$ cat config.mk
export PLATFORM = sky130hd
export DESIGN_NAME = clk_div_bank_flat
export DESIGN_NICKNAME = d
export VERILOG_FILES = /design/src/rtl/clk_div_bank_if.sv /design/src/rtl/clk_div_bank.sv /design/src/flat_wrapper.sv
export SDC_FILE = /design/constraint.sdc
export NUM_CORES = 1
export LEC_CHECK = 0
export BUFFER_PORTS_ARGS = -buffer_cell sky130_fd_sc_hd__buf_2
export CAP_MARGIN = 20
export CORE_ASPECT_RATIO = 1.75
export CORE_UTILIZATION = 39
export DETAILED_ROUTE_END_ITERATION = 8
export PLACE_DENSITY = 0.51
export SYNTH_ARGS = -nofsm -noshare
export SYNTH_HDL_FRONTEND = slang
export SYNTH_SLANG_ARGS = --single-unit
$ cat constraint.sdc
create_clock -name i_clk -period 16.8 [get_ports i_clk]
set_input_delay 3.36 -clock i_clk [delete_from_list [all_inputs] [get_ports i_clk]]
set_output_delay 3.36 -clock i_clk [all_outputs]
set_load 0.02 [all_outputs]
$ cat src/rtl/clk_div_bank_if.sv
// Configuration write bus for the clock divider bank.
// One write per cycle targets a single channel's shadow settings.
interface clk_div_bank_if #(
  parameter int NUM_CH = 4,
  parameter int CNT_W  = 27
);
  localparam int CH_W = (NUM_CH > 1) ? $clog2(NUM_CH) : 1;

  logic             cfg_we;
  logic [CH_W-1:0]  cfg_ch;
  logic [CNT_W-1:0] cfg_div;
  logic             cfg_mode;

  modport master (
    output cfg_we,
    output cfg_ch,
    output cfg_div,
    output cfg_mode
  );

  modport slave (
    input cfg_we,
    input cfg_ch,
    input cfg_div,
    input cfg_mode
  );
endinterface

$ cat src/rtl/clk_div_bank.sv
// Bank of runtime-programmable clock dividers with tick strobes.
// New settings are shadowed and applied only at a period boundary.
module clk_div_bank #(
  parameter int          NUM_CH      = 4,
  parameter int          CNT_W       = 27,
  parameter int unsigned DEFAULT_DIV = 0
) (
  input  logic              i_clk,
  input  logic              i_reset,
  clk_div_bank_if.slave     cfg,
  input  logic [NUM_CH-1:0] i_ch_en,
  output logic [NUM_CH-1:0] o_clk_out,
  output logic [NUM_CH-1:0] o_tick,
  output logic [NUM_CH-1:0] o_pending
);
  localparam int CH_W = (NUM_CH > 1) ? $clog2(NUM_CH) : 1;

  logic [CNT_W-1:0]  r_cnt  [NUM_CH];
  logic [CNT_W-1:0]  r_div  [NUM_CH];
  logic [CNT_W-1:0]  r_sdiv [NUM_CH];
  logic [NUM_CH-1:0] r_mode;
  logic [NUM_CH-1:0] r_smode;
  logic [NUM_CH-1:0] r_pend;
  logic [NUM_CH-1:0] r_clk;
  logic [NUM_CH-1:0] r_tick;

  logic [NUM_CH-1:0] w_wr;
  logic [NUM_CH-1:0] w_run;
  logic [NUM_CH-1:0] w_bnd;

  always_comb begin
    w_wr  = '0;
    w_run = '0;
    w_bnd = '0;
    for (int i = 0; i < NUM_CH; i++) begin
      w_wr[i]  = cfg.cfg_we && (cfg.cfg_ch == CH_W'(i));
      w_run[i] = i_ch_en[i] && (r_div[i] != '0);
      w_bnd[i] = w_run[i] &&
                 (r_cnt[i] == r_div[i] - CNT_W'(1));
    end
  end

  always_ff @(posedge i_clk) begin
    if (i_reset) begin
      for (int i = 0; i < NUM_CH; i++) begin
        r_cnt[i]  <= '0;
        r_div[i]  <= CNT_W'(DEFAULT_DIV);
        r_sdiv[i] <= '0;
      end
      r_mode  <= '0;
      r_smode <= '0;
      r_pend  <= '0;
      r_clk   <= '0;
      r_tick  <= '0;
    end else begin
      for (int i = 0; i < NUM_CH; i++) begin
        if (!w_run[i]) begin
          r_cnt[i]  <= '0;
          r_clk[i]  <= 1'b0;
          r_tick[i] <= 1'b0;
          // a fresh write while idle supersedes any queued one
          if (w_wr[i]) begin
            r_sdiv[i]  <= cfg.cfg_div;
            r_smode[i] <= cfg.cfg_mode;
            r_pend[i]  <= 1'b1;
          end else if (r_pend[i]) begin
            r_div[i]  <= r_sdiv[i];
            r_mode[i] <= r_smode[i];
            r_pend[i] <= 1'b0;
          end
        end else if (w_bnd[i]) begin
          r_cnt[i]  <= '0;
          r_tick[i] <= 1'b1;
          r_clk[i]  <= r_mode[i] ? 1'b1 : ~r_clk[i];
          if (w_wr[i]) begin
            r_div[i]  <= cfg.cfg_div;
            r_mode[i] <= cfg.cfg_mode;
            r_pend[i] <= 1'b0;
          end else if (r_pend[i]) begin
            r_div[i]  <= r_sdiv[i];
            r_mode[i] <= r_smode[i];
            r_pend[i] <= 1'b0;
          end
        end else begin
          r_cnt[i]  <= r_cnt[i] + CNT_W'(1);
          r_tick[i] <= 1'b0;
          if (r_mode[i]) r_clk[i] <= 1'b0;
          if (w_wr[i]) begin
            r_sdiv[i]  <= cfg.cfg_div;
            r_smode[i] <= cfg.cfg_mode;
            r_pend[i]  <= 1'b1;
          end
        end
      end
    end
  end

  assign o_clk_out = r_clk;
  assign o_tick    = r_tick;
  assign o_pending = r_pend;
endmodule

$ cat src/flat_wrapper.sv
// flat-port wrapper written by rule: the top's interface ports become plain ports
module clk_div_bank_flat 
#(
  parameter int          NUM_CH      = 4,
  parameter int          CNT_W       = 27,
  parameter int unsigned DEFAULT_DIV = 0
)
  (i_clk, i_reset, i_ch_en, o_clk_out, o_tick, o_pending, cfg_cfg_we, cfg_cfg_ch, cfg_cfg_div, cfg_cfg_mode);
  clk_div_bank_if #(.NUM_CH(NUM_CH), .CNT_W(CNT_W)) cfg_i ();
  input  logic i_clk;
  input  logic i_reset;
  input  logic [NUM_CH-1:0] i_ch_en;
  output logic [NUM_CH-1:0] o_clk_out;
  output logic [NUM_CH-1:0] o_tick;
  output logic [NUM_CH-1:0] o_pending;
  input wire logic [$bits(cfg_i.cfg_we)-1:0] cfg_cfg_we;
  input wire logic [$bits(cfg_i.cfg_ch)-1:0] cfg_cfg_ch;
  input wire logic [$bits(cfg_i.cfg_div)-1:0] cfg_cfg_div;
  input wire logic [$bits(cfg_i.cfg_mode)-1:0] cfg_cfg_mode;
  assign cfg_i.cfg_we = cfg_cfg_we;
  assign cfg_i.cfg_ch = cfg_cfg_ch;
  assign cfg_i.cfg_div = cfg_cfg_div;
  assign cfg_i.cfg_mode = cfg_cfg_mode;
  clk_div_bank #(.NUM_CH(NUM_CH), .CNT_W(CNT_W), .DEFAULT_DIV(DEFAULT_DIV)) u_core (.i_clk(i_clk), .i_reset(i_reset), .cfg(cfg_i), .i_ch_en(i_ch_en), .o_clk_out(o_clk_out), .o_tick(o_tick), .o_pending(o_pending));
endmodule
==> summary.md <==
| Metric | Value |
|---|---|
| Status | finished clean |
| FP Rows | between 100 and 150 |
| PwrDens | 94.2 nW/um2 |
| Remaining Overflow, GRT | 0 |
| Final setup fails | 0 |
| Count leader, synth | edfxtp_1 |
| # fillers | 4764 |
| GPL Wtd Cong | 0.862 |
| DRT antenna net count | 0 |
| Drt drc | 0 |
| Slew HR | 0.293 |
| Crit-path max FO | 27 |
| Nets | between 2000 and 2500 |
| Hold EP | u_core.r_smode[0]$_SDFFE_PP0P_ |
| Cell total after placement | 2580 |
| Full die area | around 51000 um2 |
| Clock Pin Slew Worst Setup and Hold Paths | 0.06 ns |
| Max Cap Violations | 0 |
| R2R depth | 10 |
| Final WL | around 51000 um |
| Hold Crit Depth | 2 |
| Clk root buf | clkbuf_16 |
| Share of post-route cells with drive strength above 1 | 0.0946 |
| Overall Power | roughly 2.1 mW |
| Post-cts resize count | 0 |
| Yosys top cell area share | 0.500 |
| Syn. warnings | 0 |
| Total GRT Usage | 0.207 |
| Per-cell routed wire length | between 15 and 20 um |
| First-pass GRT wire length | 79700 um |
| IO Port Bufs | between 40 and 50 |
| Area of the multi-input gates | ~9200 um2 |
| Hold Path Origin | u_core.r_smode[0]$_SDFFE_PP0P_ |
| Synth Area in XOR/XNOR | 0.110 |
| Crit path launch type | input pin |
| Final hold violations | 0 |
| Largest area contributor in the netlist | edfxtp_1 |
| Post-synthesis simple-gate area fraction | 0.223 |
| RSZ-0062 raised after global routing | no |
| Ys flop type | edfxtp_1 |
| Drt first pass iters | 4 |
| Async SR Flop Fraction | 0 |
| DRT iter0 DRCs | just under 800 |
| Clock Skews | between 0.009 and 0.01 ns |
| Largest net degree at the start of global routing | 66 |
| FF+latch area | between 10000 and 15000 um2 |
| Worst Max-Slew Pin Slew | ~1.1 ns |
| Post-synthesis compound-gate area fraction | 0.0610 |
| Pleak | 8.02 nW |
| Final setup TNS | 0 ns |
| CP Capture Type | flop |
| Hold_buf cts | 0 |
| Core Util, Final | 0.447 |
| I/O pin cnt | 49 |
| Period minus WS final | 6.03 ns |
| CTS Buf Count | 35 |
| Number of flops mapped to enable cells by yosys | 324 |
| Initial antenna violation count | 1 |
| Vias in the first global route | between 10000 and 15000 |
| Area growth from synthesis to layout | 13.5% |
| Fin area | 22100 um2 |
| DP HPWL | 38100 um |
| Largest family of logic cells by synthesized area | simple AND/OR/NAND/NOR gates |
| Die height | between 200 and 300 um |
| Post-Synthesis Cells | about 1800 |
| Final cell count without fillers | roughly 2600 |
| Critical Path RT | between 15 and 20 ns |
| Post-synth cell types | between 70 and 80 |
| Post-CTS Setup Bufs | 0 |
| R2r endpoint | u_core.r_div[2][9]$_SDFFCE_PN0P_ |
| Critical path type | input pin to flop |
| Clk Latency, worst-skew pair | 0.53 ns |
| FF-to-FF Start | u_core.r_div[2][0]$_SDFFCE_PN0P_ |
| Synth Area per Inst | around 11 um2 |
| Top cells by count, synth | edfxtp_1 (324), nor2_1 (286), xnor2_1 (139) |
| Initial Util | 0.394 |
| Worst IR drop on VDD | 0.0909 mV |
| Max Slew Vio Count | 0 |
| CTS Sinks | 344 |
| Clock tree buffer depth | 3 |
| Mapped Area | a little under 20000 um2 |
| TritonCTS clock tree | done |
| Synth Area in Adders | 0.00707 |
| Fmax | 0.166 GHz |
| Htree depth | 2 |
| Via density per instance | between 5 and 6 |
| Yosys reg bits | roughly 340 |
| Post-placement cell area | 20700 um2 |
| DIE WIDTH | 171 um |
| Final cycle utilization of the critical path | 0.359 |
| Core area | ~49000 um2 |
| Area contributors post-synth | edfxtp_1 (50%), xnor2_1 (6.3%), nor2_1 (5.5%), mux2i_1 (4.9%), xor2_1 (4.8%) |
| Hold Crit Class | flop to flop |
| Register area share after synthesis | 0.520 |
| R2r setup slk | between 10 and 15 ns |
| Routed vias | 13800 |
| Multiplexer area fraction after synthesis | 0.0505 |
| WP data arrival | approximately 6.4 ns |
==> area by class of cell <==
class / count / share of cell area
clock buffer: 45 / 0.0446
tap: 660 / 0.0374
timing repair buffer: 68 / 0.0211
inverter: 46 / 0.00782
clock inverter: 18 / 0.0122
sequential: 344 / 0.458
multi-input combinational: 1467 / 0.418
antenna: 1 / 0.000113
==> how the worst max path moves through the flow <==
stage / startpoint / endpoint / slack (ns) / cells past startpoint
final: cfg_cfg_ch[0] / u_core.r_div[3][8]$_DFFE_PP_ / 10.77 / 6
after global routing: cfg_cfg_ch[0] / u_core.r_div[3][20]$_DFFE_PP_ / 10.46 / 6
after CTS: cfg_cfg_ch[0] / u_core.r_div[3][8]$_DFFE_PP_ / 10.71 / 6
after detailed placement: cfg_cfg_ch[0] / u_core.r_div[3][8]$_DFFE_PP_ / 10.17 / 6
after global placement: cfg_cfg_ch[0] / u_core.r_div[1][14]$_SDFFCE_PN0P_ / 10.02 / 5
after floorplan: cfg_cfg_ch[1] / u_core.r_sdiv[0][0]$_SDFFCE_PN0P_ / 10.03 / 5
==> worst max-delay path, stage by stage <==
cell	delay, ns
buf_2	0.14
nand3_1	0.33
nor2_1	0.75
clkinv_1	0.67
nor3_4	0.90
a22o_2	0.27
==> report_power, final <==
group / total, mW / leakage, nW / internal (mW) / switching (mW)
combinational: 0.186 / 3.94 / 0.0713 / 0.115
sequential: 1.04 / 3.46 / 0.989 / 0.0472
clock: 0.860 / 0.611 / 0.524 / 0.336
total: 2.08 / 8.02 / 1.58 / 0.498
==> sequential cells by signal (all words and copies together) (netlist names) <==
register,count
u_core.r_div,108
u_core.o_pending,4
u_core.r_smode,4
u_core.o_clk_out,4
u_core.r_mode,4
u_core.o_tick,4
u_core.r_cnt,108
u_core.r_sdiv,108
==> placed cells by master (no fill, tap or decap), types with 14 or more instances in the layout <==
master / synthesis / layout
or2_2: 16 / 16
nand3b_1: 14 / 14
inv_1: 45 / 45
a21oi_1: 20 / 20
or4_1: 18 / 18
xnor2_1: 139 / 139
nor3_1: 110 / 109
clkbuf_16: 0 / 37
edfxtp_1: 324 / 324
conb_1: 1 / 108
nand4_1: 24 / 24
nor2_1: 286 / 286
a22o_2: 17 / 17
or3_1: 18 / 18
nand3_1: 65 / 65
buf_2: 9 / 48
nor4_1: 55 / 54
o21ai_0: 21 / 17
and2_1: 28 / 28
dfxtp_1: 20 / 20
nand2_1: 94 / 94
and3_1: 41 / 41
nand2b_1: 16 / 16
mux2i_1: 96 / 96
xor2_1: 106 / 106
==> logic make-up (layout without fill, tap and decap cells) <==
logic type | after synthesis | after routing
AO/OA/AOI/OAI | 156 | 156
flip-flops | 344 | 344
buffers and inverters | 129 | 177
other | 1 | 109
XOR/XNOR | 245 | 245
adder cells (fa/ha/maj) | 11 | 11
multiplexers | 98 | 98
AND/OR/NAND/NOR | 849 | 849
==> stage by stage <==
stage,hold WS (ns),setup WS [ns]
4_1_cts,0.485,10.71
6_report,0.481,10.77
5_1_grt,0.503,10.46
2_1_floorplan,0.449,10.03
3_3_place_gp,0.468,10.02
3_5_place_dp,0.476,10.17
==> layer usage <==
layer  GRT usage  vias to the layer above  routed length (um)
li1            -                     6849                   -
met1       0.248                     6690               21000
met2       0.377                      227               27000
met3      0.0217                       77                1640
met4      0.0723                        0                1610
met5           0                        -                   0
(Power assumes the default switching activity.)
